## src/rtl/spidac_pkg.sv

```systemverilog
// Shared TLC5615 frame constants and responder FSM states, also used by the DAC driver.
package spidac_pkg;

  localparam int unsigned FRAME_BITS  = 16;
  localparam int unsigned DATA_BITS   = 10;
  localparam int unsigned DATA_LSB    = 2;
  localparam int unsigned SYNC_STAGES = 2;
  localparam int unsigned CNT_W       = $clog2(FRAME_BITS) + 2;
  localparam int unsigned FCNT_W      = 8;

  typedef enum logic [1:0] {
    S_WAIT  = 2'd0,
    S_IDLE  = 2'd1,
    S_SHIFT = 2'd2,
    S_DONE  = 2'd3
  } state_t;

endpackage

```

## src/rtl/spidac_rx_sync.sv

```systemverilog
// spi_in_sync: STAGES-deep synchronizer for one asynchronous SPI input with rise/fall detect.
// Ports:
//   clk, Reset  system clock, asynchronous active-low reset
//   d           raw asynchronous input
//   q           synchronized level (last stage)
//   rise_c      q rose this cycle (last stage vs one extra flop)
//   fall_c      q fell this cycle
module spi_in_sync #(
  parameter int unsigned STAGES  = 2,
  parameter logic        RST_VAL = 1'b0
) (
  input  logic clk,
  input  logic Reset,
  input  logic d,
  output logic q,
  output logic rise_c,
  output logic fall_c
);

  logic [STAGES-1:0] sync;
  logic              last;

  // Synchronizer chain plus one delay flop for edge detection
  always_ff @(posedge clk or negedge Reset) begin
    if (!Reset) begin
      sync <= {STAGES{RST_VAL}};
      last <= RST_VAL;
    end else begin
      sync <= {sync[STAGES-2:0], d};
      last <= sync[STAGES-1];
    end
  end

  assign q      = sync[STAGES-1];
  assign rise_c = q & ~last;
  assign fall_c = ~q & last;

endmodule

```

## src/rtl/spidac_rx.sv

```systemverilog
// spidac_rx: SPI responder for TLC5615 16-bit write frames {4'b0, D[9:0], 2'b0}, MSB first,
// SCLK idle low. Presents the payload in the clk domain and drives a TLC5615-style delayed DOUT.
// Ports:
//   clk, Reset  system clock (>= 8x SCLK), asynchronous active-low reset
//   spi_sclk    SPI clock from master (asynchronous)
//   spi_ncs     chip select, active low
//   spi_din     serial data from master
//   spi_dout    previous frame, MSB first; held while ncs is high
//   rx_data     last valid payload, held
//   rx_valid    1-clk pulse when rx_data updates
//   rx_err      1-clk pulse when a frame closes with a bit count other than FRAME_BITS
//   rx_busy     high while a frame is open
//   frame_cnt   valid frame count, wraps
module spidac_rx
  import spidac_pkg::*;
(
  input  logic                 clk,
  input  logic                 Reset,
  input  logic                 spi_sclk,
  input  logic                 spi_ncs,
  input  logic                 spi_din,
  output logic                 spi_dout,
  output logic [DATA_BITS-1:0] rx_data,
  output logic                 rx_valid,
  output logic                 rx_err,
  output logic                 rx_busy,
  output logic [FCNT_W-1:0]    frame_cnt
);

  localparam logic [CNT_W-1:0] CNT_MAX  = {CNT_W{1'b1}};
  localparam logic [CNT_W-1:0] CNT_FULL = CNT_W'(FRAME_BITS);

  logic sclk_lvl_unused, sclk_rise_c, sclk_fall_c;
  logic ncs_q, ncs_rise_c, ncs_fall_c;
  logic din_q, din_rise_unused, din_fall_unused;

  spi_in_sync #(.STAGES(SYNC_STAGES), .RST_VAL(1'b0)) u_sync_sclk (
    .clk(clk), .Reset(Reset), .d(spi_sclk),
    .q(sclk_lvl_unused), .rise_c(sclk_rise_c), .fall_c(sclk_fall_c)
  );

  spi_in_sync #(.STAGES(SYNC_STAGES), .RST_VAL(1'b1)) u_sync_ncs (
    .clk(clk), .Reset(Reset), .d(spi_ncs),
    .q(ncs_q), .rise_c(ncs_rise_c), .fall_c(ncs_fall_c)
  );

  spi_in_sync #(.STAGES(SYNC_STAGES), .RST_VAL(1'b0)) u_sync_din (
    .clk(clk), .Reset(Reset), .d(spi_din),
    .q(din_q), .rise_c(din_rise_unused), .fall_c(din_fall_unused)
  );

  // The ncs synchronizer resets to 1, so its output is not a real observation of the pin
  // until the chain has been flushed; S_WAIT must not trust it before then, otherwise a chip
  // select held low across reset release would look like high-then-fall and open a false frame.
  logic [SYNC_STAGES:0] flush;
  logic                 primed;

  always_ff @(posedge clk or negedge Reset) begin
    if (!Reset) flush <= '0;
    else        flush <= {flush[SYNC_STAGES-1:0], 1'b1};
  end

  assign primed = flush[SYNC_STAGES];

  state_t                state;
  logic [FRAME_BITS-1:0] shift_reg;
  logic [CNT_W-1:0]      bit_cnt;

  // Frame FSM, shift register and counters
  always_ff @(posedge clk or negedge Reset) begin
    if (!Reset) begin
      state     <= S_WAIT;
      shift_reg <= '0;
      bit_cnt   <= '0;
      spi_dout  <= 1'b0;
      rx_data   <= '0;
      rx_valid  <= 1'b0;
      rx_err    <= 1'b0;
      rx_busy   <= 1'b0;
      frame_cnt <= '0;
    end else begin
      rx_valid <= 1'b0;
      rx_err   <= 1'b0;
      case (state)
        S_WAIT: begin
          if (primed && ncs_q) state <= S_IDLE;
        end
        S_IDLE: begin
          // shift_reg keeps the previous frame so it can be replayed on spi_dout
          if (ncs_fall_c) begin
            state    <= S_SHIFT;
            bit_cnt  <= '0;
            rx_busy  <= 1'b1;
            spi_dout <= shift_reg[FRAME_BITS-1];
          end
        end
        S_SHIFT: begin
          if (sclk_rise_c) begin
            shift_reg <= {shift_reg[FRAME_BITS-2:0], din_q};
            // Saturate so over-long frames never wrap back onto FRAME_BITS
            if (bit_cnt != CNT_MAX) bit_cnt <= bit_cnt + CNT_W'(1);
          end
          if (sclk_fall_c) spi_dout <= shift_reg[FRAME_BITS-1];
          if (ncs_rise_c) begin
            state   <= S_DONE;
            rx_busy <= 1'b0;
          end
        end
        S_DONE: begin
          if (bit_cnt == CNT_FULL) begin
            rx_data   <= shift_reg[DATA_LSB +: DATA_BITS];
            rx_valid  <= 1'b1;
            frame_cnt <= frame_cnt + FCNT_W'(1);
          end else begin
            rx_err <= 1'b1;
          end
          state <= S_IDLE;
        end
        default: state <= S_WAIT;
      endcase
    end
  end

endmodule

```

## config.mk

```make
export PLATFORM = sky130hd
export DESIGN_NAME = spidac_rx
export DESIGN_NICKNAME = d
export VERILOG_FILES = /design/src/rtl/spidac_pkg.sv /design/src/rtl/spidac_rx_sync.sv /design/src/rtl/spidac_rx.sv
export SDC_FILE = /design/constraint.sdc
export NUM_CORES = 1
export LEC_CHECK = 0
export CORE_UTILIZATION = 55
export DETAILED_ROUTE_END_ITERATION = 16
export GPL_TIMING_DRIVEN = 0
export HOLD_SLACK_MARGIN = 0.03
export PLACE_DENSITY = 0.77
export SYNTH_ARGS = -nofsm -noshare
export SYNTH_HDL_FRONTEND = slang
export SYNTH_HIERARCHICAL = 1
export SYNTH_SLANG_ARGS = --single-unit
```

## constraint.sdc

```tcl
create_clock -name clk -period 2.3 [get_ports clk]
set_input_delay 0.46 -clock clk [delete_from_list [all_inputs] [get_ports clk]]
set_output_delay 0.46 -clock clk [all_outputs]
set_load 0.02 [all_outputs]
```

## Word level (Yosys, flattened, before mapping)

Index checks and enable logic that the tools add are counted.

- Input bits: 5
- Logic and storage cells: 63
- Bits in registers: 57
- Output and inout port bits: 22

- Reductions and logical operators: 9
- Bitwise operators: 8
- Muxes and demuxes: 18
- Add/sub/neg operators: 2
- Eq/ne operators: 11

Operators with widths:

| cell | count |
|---|---|
| $mux 6 | 3 |
| $ne 2x2->1 const B | 6 |
| $pmux 6 s2 | 1 |
| $reduce_and 3->1 | 3 |
| $add 8x1->8 const B | 1 |
| $mux 1 | 8 |
| $pmux 2 s4 | 1 |
| $add 6x1->6 const B | 1 |
| $eq 6x5->1 const B | 1 |
| $mux 2 | 3 |
| $ne 6x6->1 const B | 1 |
| $and 1x1->1 | 4 |
| $eq 2x2->1 const B | 2 |
| $not 1->1 | 4 |
| $pmux 1 s2 | 2 |
| $reduce_and 2->1 | 2 |
| $reduce_and 4->1 | 1 |
| $eq 2x1->1 const B | 1 |
| $logic_not 2->1 | 1 |
| $reduce_bool 2->1 | 1 |
| $logic_and 1x1->1 | 1 |

## Logic depth before layout (Yosys ltp)

Gate-level depths: netlist of run 1.

- Depth after elaboration: 4
- Gate-level depth with buffers: 7
- Depth with buffers taken out: 6

## Hierarchy

The synthesis of run 1 kept the hierarchy.

Modules (own cells, without submodules):

| module | instances | area each (um2) | sequential area each (um2) | cells an instance |
|---|---|---|---|---|
| spidac_rx | 1 | 2103.3 | 1226.2 | 187 |
| spi_in_sync (u_sync_din ...) | 2 | 90.1 | 75.1 | 5 |
| spi_in_sync (u_sync_ncs) | 1 | 93.8 | 78.8 | 5 |

## Worst setup path after synthesis of run 1

Ideal clock, no wire load.

- Path kind: reg2reg
- From: register state[0]
- To: register bit_cnt[5]
- Data required time: 2.223 ns
- Buffers on the path: 1
- Data arrival time: 1.711 ns
- Clock period less this slack: 1.789 ns
- Path slack: 0.511 ns
- Cell stages (with the launch flop): 8
- Cell sequence: dfrtp_1 -> inv_1 -> ha_1 -> buf_6 -> mux2_4 -> o211ai_4 -> or4_1 -> a21oi_1

- Cells in the longest elaborated chain, start to end: 3

RTL lines:

| item | RTL line | RTL |
|---|---|---|
| from (decl) | spidac_rx.sv:65 | `state_t state;` |
| from (signal assigned) | spidac_rx.sv:72 | `state <= S_WAIT;` |
| from (signal assigned) | spidac_rx.sv:86 | `if (primed && ncs_q) state <= S_IDLE;` |
| from (signal assigned) | spidac_rx.sv:91 | `state <= S_SHIFT;` |
| $eq 2x2->1 or $eq 2x1->1 (tied branches) | spidac_rx.sv:84 | `case (state)` |
| $ne 2x2->1 (no source line) or $reduce_bool 2->1 (tied branches) | -- |  |
| $reduce_and 4->1 (no source line) | -- |  |
| to (signal assigned) | spidac_rx.sv:101 | `if (bit_cnt != CNT_MAX) bit_cnt <= bit_cnt + CNT_W'(1);` |
| to (decl) | spidac_rx.sv:67 | `logic [CNT_W-1:0] bit_cnt;` |

Several ways; a longest one is shown, not always the timed one.
A chain may end at the register's enable or synchronous reset.

## Worst setup path in the final report of run 1

Ends and elaborated chain as after synthesis.

==> key figures, run 1 <==
STA
  • Relative slew slack: 58.4%
  • Tcrit/Tclk final: 82.5%
  • Clock Skew: 0.0100 ns
  • Final Critical Period: 1.90 ns
  • Max Freq: 0.527 GHz
  • Final Hold Vio Count: 0
  • Slew Viols, Final: 0
  • RSZ-0062 raised after global routing: false
  • Least-Margin Pin Slew: 0.624 ns
  • # setup viols final: 0
  • Final hold slack: 0.134 ns

Floorplan
  • Die area: 4510 µm²
  • I/O pin total: 27
  • # rows: 23
  • Chip Width: 67.2 µm
  • Core Box Area: 4030 µm²
  • Die Y: 67.2 µm
  • Starting density of the core: 58.0%

Clock tree
  • H-tree levels: 3
  • CTS buffer count: 9
  • Post-CTS setup buffers: 0
  • CTS resizes: 0
  • TritonCTS clock tree: done
  • Hold buffer count at cts: 0
  • Clock Sinks: 57
  • Worst-path clk slew: 0.07 ns
  • Worst skew pair latency: 0.34 ns
  • CTS root buf: clkbuf_8
  • Maximum clock insertion buffer count: 2

Setup path
  • Data arrival time of the worst path: 2.16 ns
  • Setup crit start: state[0]
  • Data required time at the worst endpoint: 2.57 ns
  • Flop2flop setup slack: 0.40 ns
  • CP Capture Type: flop
  • CP max FO: 10
  • Family with the most delay on the worst path: simple AND/OR/NAND/NOR gates
  • Worst path slowest cell: or4_1
  • Critical path cell sequence: inv_1, ha_1, buf_6, mux2_4, o211ai_4, or4_1, a21oi_1
  • Worst Setup Start Kind: flop
  • Buf+Inv Stages, Crit Path: 2
  • Crit-path max cell delay: 0.52 ns
  • Crit Path Class: reg2reg
  • R2r startpoint: state[0]

Yosys
  • Synth Warn #: 6
  • Cells after Synth: 199
  • Syn_nets: 212
  • Synthesized area per cell: 11.7 µm²
  • Synthesized area: 2340 µm²

Pwr
  • PD cells: 928 nW/µm²
  • Clock Power Share: 36.5%
  • Sequential power share: 44.1%
  • Switching power of the nets: 0.747 mW
  • Leak: 1.40 nW
  • Combinational power share: 19.3%
  • Internal: 1.94 mW
  • Sw frac: 27.8%
  • Maximum vdd drop: 716 µV

Drt
  • Drt drc: 0
  • Post-route ant nets: 0
  • First DRT Iteration DRCs: 64
  • WL final: 3800 µm
  • First-pass detailed-route iteration total: 4
  • Vias per inst: 5.21
  • Vias post-DR: 1521
  • DR WL/cell: 13.0 µm

Finish
  • Layout area overhead: 23.7%
  • Non-Filler Instances: 292
  • Most frequent cells in the layout: dfrtp_1 (54), nand2_1 (48), clkdlybuf4s50_1 (25)
  • Final net count: 250
  • Share of cells above drive strength 1: 19.4%
  • Most common cell after layout, fill and taps aside: dfrtp_1
  • Finished Cell Area: 2890 µm²
  • Ant diodes: 0
  • Max FFs per register: 16
  • Final Util: 71.7%

Global route
  • Largest net degree at the start of global routing: 31
  • Grt ovf: 0
  • Initial antenna violation count: 0
  • GRT Util Overall: 20.2%
  • Number of global-route vias before repair: 1381
  • First-pass GRT wire length: 6400 µm

Run status
  • Status: finished clean

Min path
  • Worst Hold Class: in2async

Place
  • Post-DP Area: 2680 µm²
  • RePlAce Congestion: 0.753
  • Port bufs: 26
  • Placed instance count: 276
  • DP HPWL: 2510 µm

Job
  • Max-cap violation count: 0
worst paths after layout:
| check | end | depth (start not counted) |
|---|---|---|
| max reg2reg | bit_cnt[5] | 7 |
| min | frame_cnt[7] | 1 |
| min in group clk | flush[2] | 0 |
| max | bit_cnt[5] | 7 |
| max in group asynchronous | rx_data[8] | 2 |
| min reg2reg | flush[2] | 0 |
power groups by stage:
| stage | registers [mW] | clock network [mW] | logic (mW) |
|---|---|---|---|
| CTS | 1.18 | 1.00 | 0.528 |
| floorplan | 1.21 | 0 | 0.368 |
| global route | 1.20 | 1.05 | 0.589 |
| detailed placement | 1.20 | 0 | 0.524 |
| global placement | 1.20 | 0 | 0.509 |
| finish | 1.18 | 0.980 | 0.519 |
metal layers:
| metal | track usage (%) | vias to the layer above | share of wire [%] |
|---|---|---|---|
| met5 | 0 | - | 0 |
| met4 | 12.0 | 0 | 2.5 |
| met3 | 7.60 | 8 | 5.1 |
| met1 | 25.7 | 734 | 47 |
| li1 | - | 740 | - |
| met2 | 29.5 | 39 | 45 |
worst register-to-register path: stages (launching register included):
cell	delay [ns]
dfrtp_1	0.39
inv_1	0.10
ha_1	0.21
buf_6	0.14
mux2_4	0.22
o211ai_4	0.11
or4_1	0.52
a21oi_1	0.14
layout make-up:
cell class | count | area [µm²]
plain buffers | 4 | 25.0
clock buffers | 12 | 165
clock inverters | 4 | 50.0
fillers | 296 | 1140
inverters | 9 | 33.8
multi-input cells | 129 | 848
flip-flops and latches | 57 | 1430
well taps | 50 | 62.6
repair buffers | 27 | 275
through the flow:
step                worst slack, ns  total power [mW]  setup TNS, ns
finish                        0.403              2.68              0
global route                  0.303              2.84              0
CTS                           0.389              2.71              0
detailed placement            0.391              1.72              0
global placement             -0.935              1.71         -51.32
floorplan                     0.511              1.57              0
Power figures use the tool's default switching activity.
==> run 2: changes to the inputs <==
clock period = 1.9 ns   (was 2.3 ns; I/O delays follow)
==> run 2 against run 1 <==
Against the previous run: via count rose by 1.1%; wire length rose by 2.9%; sequential power rose by 21%; first-iteration DRC count rose by 16%; final cell count rose by 1.4%; design area rose by 1.6%; non-clock buffer count rose by 4; clock power rose by 21%; highest routed layer unchanged.
==> key figures, run 2 (synthesized netlist as in run 1, its figures left out) <==
Run status
  • Status: finished clean

Setup path
  • CP max FO: 10 (unchanged)
  • WP depth: 7 (unchanged)
  • Family with the most delay on the worst path: simple AND/OR/NAND/NOR gates
  • Worst Setup Start Kind: flop
  • Data required time at the worst endpoint: 2.17 ns (-0.40 ns)
  • CP Capture Type: flop
  • Crit-path max cell delay: 0.51 ns (about the same)
  • Critical path cell sequence: inv_1, ha_1, buf_6, mux2_4, o211ai_4, or4_1, a21oi_1
  • Worst path slowest cell: or4_1
  • Data arrival time of the worst path: 2.09 ns (-0.07 ns)
  • Buf+Inv Stages, Crit Path: 2 (unchanged)
  • Worst Reg-to-Reg Cells: 7 (unchanged)
  • Crit Path Class: reg2reg

Global route
  • Grt ovf: 0 (unchanged)
  • Largest net degree at the start of global routing: 31 (unchanged)
  • GRT Util Overall: 20.5% (+0.22 points)
  • First-pass GRT wire length: 6470 µm (+1.1%)
  • Number of global-route vias before repair: 1394 (+0.94%)
  • Initial antenna violation count: 0 (unchanged)

STA
  • Final setup TNS: 0 ns (unchanged)
  • Clock Skew: 0.0108 ns (+0.000757 ns)
  • PnR worst setup slack: 0.0810 ns (-0.322 ns)
  • Relative slew slack: 58.4% (about the same)
  • # setup viols final: 0 (unchanged)
  • Final Critical Period: 1.82 ns (-0.0779 ns)
  • Max Freq: 0.550 GHz (+4.3%)
  • Slew Viols, Final: 0 (unchanged)
  • RSZ-0062 raised after global routing: false
  • Least-Margin Pin Slew: 0.625 ns (+0.000619 ns)
  • Final Hold Vio Count: 0 (unchanged)
  • Tcrit/Tclk final: 95.7% (+13 points)

Drt
  • Vias per inst: 5.20 (-0.25%)
  • First DRT Iteration DRCs: 74 (+16%)
  • DR WL/cell: 13.2 µm (+1.5%)
  • WL final: 3910 µm (+2.9%)
  • Drt drc: 0 (unchanged)
  • Post-route ant nets: 0 (unchanged)
  • Vias post-DR: 1538 (+1.1%)
  • First-pass detailed-route iteration total: 4 (unchanged)

Finish
  • Ant diodes: 0 (unchanged)
  • Fill cells: 286 (-3.4%)
  • Final net count: 254 (+1.6%)
  • Layout area overhead: 25.7%
  • Share of cells above drive strength 1: 21.1% (+1.7 points)
  • Most common cell after layout, fill and taps aside: dfrtp_1
  • Max FFs per register: 16 (unchanged)
  • Most frequent cells in the layout: dfrtp_1 (54), nand2_1 (48), clkdlybuf4s50_1 (25)
  • Final Util: 72.9% (+1.2 points)

Pwr
  • PD cells: 1150 nW/µm² (+24%)
  • Pwr Total: 3.38 mW (+26%)
  • Maximum vdd drop: 885 µV (+24%)
  • Leak: 1.43 nW (+1.7%)

Place
  • RePlAce Congestion: 0.753 (unchanged)
  • Place WS: -0.00911 ns (-0.400 ns)
  • Port bufs: 26 (unchanged)
  • DP HPWL: 2510 µm (unchanged)

Clock tree
  • CTS buffer count: 9 (unchanged)
  • Worst skew pair latency: 0.34 ns (about the same)
  • H-tree levels: 3 (unchanged)
  • CTS root buf: clkbuf_8
  • Clock Sinks: 57 (unchanged)
  • Maximum clock insertion buffer count: 2 (unchanged)
  • TritonCTS clock tree: done
  • Worst-path clk slew: 0.07 ns (about the same)

Floorplan
  • Core Box Area: 4030 µm² (unchanged)
  • Die Y: 67.2 µm (unchanged)
  • Die area: 4510 µm² (unchanged)
  • I/O pin total: 27 (unchanged)
  • Starting density of the core: 58.0% (unchanged)
  • # rows: 23 (unchanged)
  • Chip Width: 67.2 µm (unchanged)

Min path
  • Worst Hold Class: in2async

Job
  • Max-cap violation count: 0 (unchanged)
## run 2: changes by cell type in the layout (fill, tap and decap cells not counted), sizes merged
cell    previous run  this run
buf                5         8
clkbuf            13        14
## run 2: power by group
group	switching [mW]	total, mW	internal (mW)
registers	0.0923	1.43	1.34
clock network	0.481	1.19	0.710
logic	0.368	0.760	0.392
## run 2: per-layer routing
metal | wire [µm] | share of wire (%) | track usage (%) | vias to the layer above
li1 | - | - | - | 746
met1 | 1860 | 48 | 25.9 | 753
met2 | 1780 | 46 | 30.0 | 31
met3 | 172 | 4.4 | 7.60 | 8
met4 | 96 | 2.5 | 12.0 | 0
met5 | 0 | 0 | 0 | -
## run 2: path summary, 6_finish.rpt
check                              start           end  slack, ns
worst max-delay path            state[0]    bit_cnt[5]       0.08
worst min-delay path               Reset  frame_cnt[7]       0.05
worst max register to register  state[0]    bit_cnt[5]       0.08
worst min register to register  flush[1]      flush[2]       0.35
max in group asynchronous          Reset    rx_data[8]       1.27
min in group clk                flush[1]      flush[2]       0.35
## run 2: final cells by class
type | instances | area (µm²) | share of cell area, %
sequential | 57 | 1430 | 48.7
multi-input combinational | 129 | 851 | 29.0
timing repair buffer | 31 | 318 | 10.8
clock buffer | 12 | 165 | 5.62
tap | 50 | 62.6 | 2.13
clock inverter | 4 | 50.0 | 1.70
inverter | 9 | 33.8 | 1.15
buffer | 4 | 27.5 | 0.937
## run 2: what timing repair did
item,4_1_cts,5_1_grt
endpoints found under the setup margin,1,3
resized for setup,0,2
endpoints found under the hold margin,0,0
setup buffers,1,3
hold buffers,0,0
## run 2: stage by stage
step / cell area, µm² / std cells / hold WS [ns]
finish: 2940 / 296 / 0.0503
global route: 2940 / 296 / 0.107
CTS: 2900 / 293 / 0.0744
detailed placement: 2680 / 276 / 0.336
global placement: 2660 / 275 / 0.332
floorplan: 2340 / 199 / 0.0844
